## src/rtl/midi_voice_allocator_pkg.sv

```systemverilog
// midi_voice_allocator_pkg: FSM state encodings, note-off velocity and default sizes shared by the allocator and the voice bank
package midi_voice_allocator_pkg;
  localparam int NUM_VOICES_DEF = 4;
  localparam int AGE_W_DEF = 4;
  localparam logic [1:0] IDLE = 2'd0;
  localparam logic [1:0] FETCH = 2'd1;
  localparam logic [1:0] SCAN = 2'd2;
  localparam logic [1:0] APPLY = 2'd3;
  localparam logic [7:0] VEL_NOTE_OFF = 8'd0;
endpackage

```

## src/rtl/midi_voice_allocator_slot.sv

```systemverilog
// midi_voice_slot: one voice's gate/key/velocity/age registers with load, release, ageing and panic clear
module midi_voice_slot
  import midi_voice_allocator_pkg::*;
#(
  parameter int AGE_W = AGE_W_DEF
) (
  input  logic             clk,
  input  logic             rst_n,
  input  logic             clr_i,
  input  logic             load_i,
  input  logic             rel_i,
  input  logic             inc_i,
  input  logic [7:0]       key_i,
  input  logic [7:0]       vel_i,
  output logic             gate_o,
  output logic [7:0]       key_o,
  output logic [7:0]       vel_o,
  output logic [AGE_W-1:0] age_o
);
  logic             gate_q;
  logic [7:0]       key_q;
  logic [7:0]       vel_q;
  logic [AGE_W-1:0] age_q;
  // panic wins; a load restarts the voice, otherwise release and saturating ageing apply
  always_ff @(posedge clk or negedge rst_n) begin
    if (!rst_n) begin
      gate_q <= 1'b0;
      key_q  <= '0;
      vel_q  <= '0;
      age_q  <= '0;
    end else if (clr_i) begin
      gate_q <= 1'b0;
      age_q  <= '0;
    end else if (load_i) begin
      gate_q <= 1'b1;
      key_q  <= key_i;
      vel_q  <= vel_i;
      age_q  <= '0;
    end else begin
      if (rel_i) gate_q <= 1'b0;
      if (inc_i && !(&age_q)) age_q <= age_q + 1'b1;
    end
  end
  assign gate_o = gate_q;
  assign key_o  = key_q;
  assign vel_o  = vel_q;
  assign age_o  = age_q;
endmodule

```

## src/rtl/midi_voice_allocator.sv

```systemverilog
// midi_voice_allocator: drains FIFO note events into voice slots; define VOICE_STEAL_EN to steal the oldest voice when all are busy
module midi_voice_allocator
  import midi_voice_allocator_pkg::*;
#(
  parameter int NUM_VOICES = NUM_VOICES_DEF,
  parameter int AGE_W      = AGE_W_DEF
) (
  input  logic                    clk,
  input  logic                    rst_n,
  input  logic [7:0]              fifo_key,
  input  logic [7:0]              fifo_velocity,
  input  logic                    fifo_empty,
  output logic                    fifo_rd,
  input  logic                    all_notes_off,
  output logic [NUM_VOICES-1:0]   voice_gate,
  output logic [NUM_VOICES-1:0]   voice_trig,
  output logic [8*NUM_VOICES-1:0] voice_key,
  output logic [8*NUM_VOICES-1:0] voice_vel,
  output logic                    busy,
  output logic                    note_dropped
);
  localparam int IW = $clog2(NUM_VOICES);
  localparam logic [IW-1:0] LAST = IW'(NUM_VOICES - 1);
  logic [1:0]            state_q, state_d;
  logic [IW-1:0]         idx_q, match_idx_q, free_idx_q, old_idx_q, tgt;
  logic [7:0]            key_q, vel_q;
  logic                  match_q, free_q, old_q;
  logic [AGE_W-1:0]      old_age_q;
  logic [7:0]            slot_key [NUM_VOICES];
  logic [7:0]            slot_vel [NUM_VOICES];
  logic [AGE_W-1:0]      slot_age [NUM_VOICES];
  logic [NUM_VOICES-1:0] load, rel, inc;
  logic                  apply, note_on, has_tgt;
  logic                  cur_gate;
  assign state_d = all_notes_off ? IDLE :
                   (state_q == IDLE)  ? (fifo_empty ? IDLE : FETCH) :
                   (state_q == FETCH) ? (fifo_empty ? IDLE : SCAN) :
                   (state_q == SCAN)  ? ((idx_q == LAST) ? APPLY : SCAN) : IDLE;
  assign fifo_rd  = (state_q == FETCH) && !fifo_empty && !all_notes_off;
  assign busy     = state_q != IDLE;
  assign apply    = (state_q == APPLY) && !all_notes_off;
  assign note_on  = vel_q != VEL_NOTE_OFF;
  assign cur_gate = voice_gate[idx_q];
  assign tgt      = match_q ? match_idx_q : free_q ? free_idx_q : old_idx_q;
`ifdef VOICE_STEAL_EN
  assign has_tgt  = match_q || free_q || old_q;
`else
  assign has_tgt  = match_q || free_q;
`endif
  assign note_dropped = apply && note_on && !has_tgt;
  assign voice_trig   = load;
  // event sequencer; panic forces IDLE
  always_ff @(posedge clk or negedge rst_n) begin
    if (!rst_n) state_q <= IDLE;
    else state_q <= state_d;
  end
  // latch the popped event, then walk the voices recording match, first free and oldest gated candidates
  always_ff @(posedge clk or negedge rst_n) begin
    if (!rst_n) begin
      key_q       <= '0;
      vel_q       <= '0;
      idx_q       <= '0;
      match_q     <= 1'b0;
      free_q      <= 1'b0;
      old_q       <= 1'b0;
      match_idx_q <= '0;
      free_idx_q  <= '0;
      old_idx_q   <= '0;
      old_age_q   <= '0;
    end else if (state_q == FETCH) begin
      key_q   <= fifo_key;
      vel_q   <= fifo_velocity;
      idx_q   <= '0;
      match_q <= 1'b0;
      free_q  <= 1'b0;
      old_q   <= 1'b0;
    end else if (state_q == SCAN) begin
      idx_q <= idx_q + 1'b1;
      if (!match_q && cur_gate && slot_key[idx_q] == key_q) begin
        match_q     <= 1'b1;
        match_idx_q <= idx_q;
      end
      if (!free_q && !cur_gate) begin
        free_q     <= 1'b1;
        free_idx_q <= idx_q;
      end
      if (cur_gate && (!old_q || slot_age[idx_q] > old_age_q)) begin
        old_q     <= 1'b1;
        old_idx_q <= idx_q;
        old_age_q <= slot_age[idx_q];
      end
    end
  end
  for (genvar i = 0; i < NUM_VOICES; i++) begin : g_slot
    assign load[i] = apply && note_on && has_tgt && tgt == IW'(i);
    assign inc[i]  = apply && note_on && has_tgt && tgt != IW'(i) && voice_gate[i];
    assign rel[i]  = apply && !note_on && voice_gate[i] && slot_key[i] == key_q;
    midi_voice_slot #(.AGE_W(AGE_W)) u_slot (
      .clk    (clk),
      .rst_n  (rst_n),
      .clr_i  (all_notes_off),
      .load_i (load[i]),
      .rel_i  (rel[i]),
      .inc_i  (inc[i]),
      .key_i  (key_q),
      .vel_i  (vel_q),
      .gate_o (voice_gate[i]),
      .key_o  (slot_key[i]),
      .vel_o  (slot_vel[i]),
      .age_o  (slot_age[i])
    );
    assign voice_key[8*i +: 8] = slot_key[i];
    assign voice_vel[8*i +: 8] = slot_vel[i];
  end
endmodule

```

## config.mk

```make
export PLATFORM = sky130hd
export DESIGN_NAME = midi_voice_allocator
export DESIGN_NICKNAME = d
export VERILOG_FILES = /design/src/rtl/midi_voice_allocator_pkg.sv /design/src/rtl/midi_voice_allocator_slot.sv /design/src/rtl/midi_voice_allocator.sv
export SDC_FILE = /design/constraint.sdc
export NUM_CORES = 1
export LEC_CHECK = 0
export BUFFER_PORTS_ARGS = -buffer_cell sky130_fd_sc_hd__buf_4
export CAP_MARGIN = 5
export CORE_AREA = 2 2 133 135
export CTS_BUF_LIST = sky130_fd_sc_hd__clkbuf_4
export CTS_CLUSTER_SIZE = 20
export DETAILED_ROUTE_END_ITERATION = 8
export DIE_AREA = 0 0 135 137
export GPL_TIMING_DRIVEN = 1
export HOLD_SLACK_MARGIN = 0.1
export SLEW_MARGIN = 20
export SYNTH_ARGS = -nofsm -noshare
export SYNTH_HDL_FRONTEND = slang
export SYNTH_SLANG_ARGS = --single-unit
```

## constraint.sdc

```tcl
create_clock -name clk -period 3.6 [get_ports clk]
set_clock_uncertainty 0.15 [all_clocks]
set_input_delay 0.72 -clock clk [delete_from_list [all_inputs] [get_ports clk]]
set_output_delay 0.72 -clock clk [all_outputs]
set_load 0.005 [all_outputs]
```

==> results.json <==
{
  "outcome": "complete, no violations",
  "synth_nets": 498,
  "slowest_stage": "nor4_2",
  "via_per_inst": 5.14,
  "clock_latency_ns": 0.51,
  "reg2reg_slack_ns": 0.63,
  "hpwl_um": 10500,
  "drt_iter0_drc": 220,
  "cts_tree": "built",
  "cpPeakStageDelay_ns": 0.64,
  "core_area_mm2": 0.0171,
  "grt_max_degree": 65,
  "htree_levels": 4,
  "drv_cap": 0,
  "cts_sinks": 117,
  "power.density_mw_per_mm2": 423,
  "worstPathArrival_ns": 2.47,
  "totalWireLength_um": 14500,
  "period_minus_slack_ns": 3.34,
  "netlist_area_mm2": 0.00588,
  "die_x_um": 135,
  "wl_per_cell_um": 18.3,
  "rsz0062_at_grt": "no",
  "cp_data_required_time_ns": 2.73,
  "grt-ovfl-total": 0,
  "antenna_left": 0,
  "ys_types": 47,
  "first_pass_iters": 5,
  "synthCells": 464,
  "clockBufferDepth": 2,
  "ys_warn_count": 0,
  "slew_viol_final": 0,
  "r2r_end": "old_idx_q[0]",
  "synth_edf_count": 0,
  "antenna_found_initial": 1,
  "drt_drc_violations_left": 0,
  "p_leak_uw": 0.00331,
  "num_rows": 48,
  "io_pins": 95,
  "dieArea_mm2": 0.0185,
  "fp.dieH_um": 137,
  "portBuffers": 94,
  "layout.nets": 590,
  "cts_hold_buf": 0,
  "post-cts-setup-buffers": 0,
  "cts_buffers": 17,
  "synthFlopType": "dfrtp_1",
  "hold_class": "input port to asynchronous set/reset pin",
  "r2r_cells": 7,
  "total_power_uw": 2990,
  "cts_resized": 0,
  "grt_pass1_vias": 4211,
  "final_layout_size_suffix_gt1_share_pct": 42.9,
  "initial_utilization_pct": 34.5,
  "grt_pass1_wl_um": 22900,
  "criticalPathCategory": "flip-flop to output port",
  "tns_ns": 0,
  "ys_seq_area_share_pct": 49.8,
  "worstMarginPinSlew_ns": 0.811,
  "crit_end": "voice_trig[0]",
  "via_count": 4074,
  "crit_path_start": "vel_q[6]",
  "fmax_ghz": 0.299,
  "ys_async_sr_fraction_pct": 100,
  "cp_max_fo": 14,
  "place.gp.congestion": 0.866,
  "critical_path.cell_chain": "nor4_2 > a2111o_2 > nor2_4 > nand2_4 > inv_2 > buf_4",
  "period_share_pct": 92.8,
  "n_fill_cell": 1675,
  "hold_viol": 0,
  "setup_viol": 0,
  "syn_area_per_cell_um2": 12.7,
  "grt_usage_pct": 16.3,
  "multi_input_area_mm2": 0.00269,
  "critPathLaunchType": "flip-flop",
  "cts-root-buf": "clkbuf_4",
  "r2r-start": "idx_q[1]",
  "synth.ff_latch_count": 117,
  "syn_to_final_growth_pct": 20.1,
  "vdd_drop_max_mv": 0.210,
  "maxSlewHeadroom_pct": 45.9,
  "crit_path_end_kind": "output port",
  "regArea_mm2": 0.00293,
  "clk_pin_slew_ns": 0.10
}
-- state kept, by name, indices dropped and copies added, names as in the netlist --
signal,count
vel_q,8
old_q,1
idx_q,2
match_idx_q,2
match_q,1
g_slot.u_slot.gate_o,4
g_slot.u_slot.age_o,16
old_idx_q,2
g_slot.u_slot.key_o,32
free_idx_q,2
old_age_q,4
free_q,1
g_slot.u_slot.vel_o,32
state_q,2
key_q,8
-- per-layer routing --
metal	routed length [µm]	vias to the layer above	share of wire [%]	global-route usage, %
met5	0	-	0	0
met4	310	0	2.1	6.31
met3	786	26	5.4	4.78
met2	7180	117	50	26.8
met1	6220	2080	43	20.5
li1	-	1851	-	-
-- cells by family (layout without fill, tap and decap cells) --
kind of cell / count (synthesis) / after routing / synth area share (%)
DFF: 117 / 117 / 49.8
and+or+nand+nor: 86 / 86 / 7.94
other: 0 / 1 / 0
xor gates and xnor gates: 43 / 43 / 6.41
adders and majority gates: 14 / 14 / 2.98
AOI/OAI and AO/OA: 46 / 46 / 5.41
muxes: 107 / 107 / 23.0
buffers and inverters: 51 / 154 / 4.47
-- cell usage after synthesis, drive strengths merged (3+ instances only) --
library cell  instances  share of area [%]
nor2                 10               0.81
mux4                 12                4.9
mux2                 92                 18
nand2                28                2.0
buf                  19                2.4
o21ai                15                1.4
a2bb2oi               3               0.45
nand4                 7               0.74
nand3                11                1.0
inv                  19                1.2
xnor2                43                6.4
a22o                  3               0.45
a21oi                14                1.2
nor4                  8                1.2
ha                   14                3.0
dfrtp               117                 50
nor3                 13                1.1
mux2i                 3               0.51
clkbuf               13               0.83
-- power by group --
part           switching [µW]  internal [µW]  leakage (µW)
Combinational             199            229       0.00157
Sequential                148           1380       0.00159
Clock                     483            552      0.000155
-- worst max-delay path, delay by kind of cell (launching register included) --
kind	cells	cell delay, ns
simple gates	3	0.88
flops	1	0.45
compound gates	1	0.45
buf+inv	2	0.18
-- layout by cell type (no fill, tap or decap), types with 10 or more instances in the layout --
cell | Yosys | routed
mux2_2 | 88 | 88
clkbuf_4 | 0 | 19
xnor2_1 | 43 | 43
nor3_1 | 13 | 13
nand2_1 | 26 | 26
buf_4 | 9 | 105
o21ai_0 | 13 | 13
inv_1 | 17 | 17
ha_1 | 14 | 14
a21oi_1 | 14 | 14
nand3_1 | 10 | 10
dfrtp_1 | 117 | 117
-- worst min path at each step --
stage / end / start / slack (ns) / cells after the start
final: key_q[4] / rst_n / 0.14 / 1
after global routing: g_slot[2].u_slot.key_o[2] / rst_n / 0.15 / 1
after CTS: g_slot[2].u_slot.key_o[2] / rst_n / 0.14 / 1
after detailed placement: match_idx_q[0] / match_idx_q[0] / 0.33 / 1
after global placement: match_idx_q[1] / match_idx_q[1] / 0.32 / 1
after floorplan: free_idx_q[0] / rst_n / 0.27 / 0
-- stage by stage --
stage	cell area [µm²]	std cells	util (%)	worst slack [ns]	hold slack (ns)
CTS	7060	792	41.4	0.166	0.137
detailed placement	6760	762	39.6	0.616	0.326
global placement	6760	762	39.6	0.712	0.324
global route	7060	793	41.4	0.0223	0.153
floorplan	5880	464	-	0.657	0.274
finish	7060	793	41.4	0.261	0.138
-- layout make-up --
class / instances / share of cell area (%)
inverters: 19 / 1.01
multi-input cells: 296 / 38.1
repair buffers: 105 / 11.2
clock inverters: 11 / 2.27
clock buffers: 19 / 2.02
well taps: 225 / 3.99
diodes: 1 / 0.0354
flip-flops and latches: 117 / 41.5
Power figures use the tool's default switching activity.
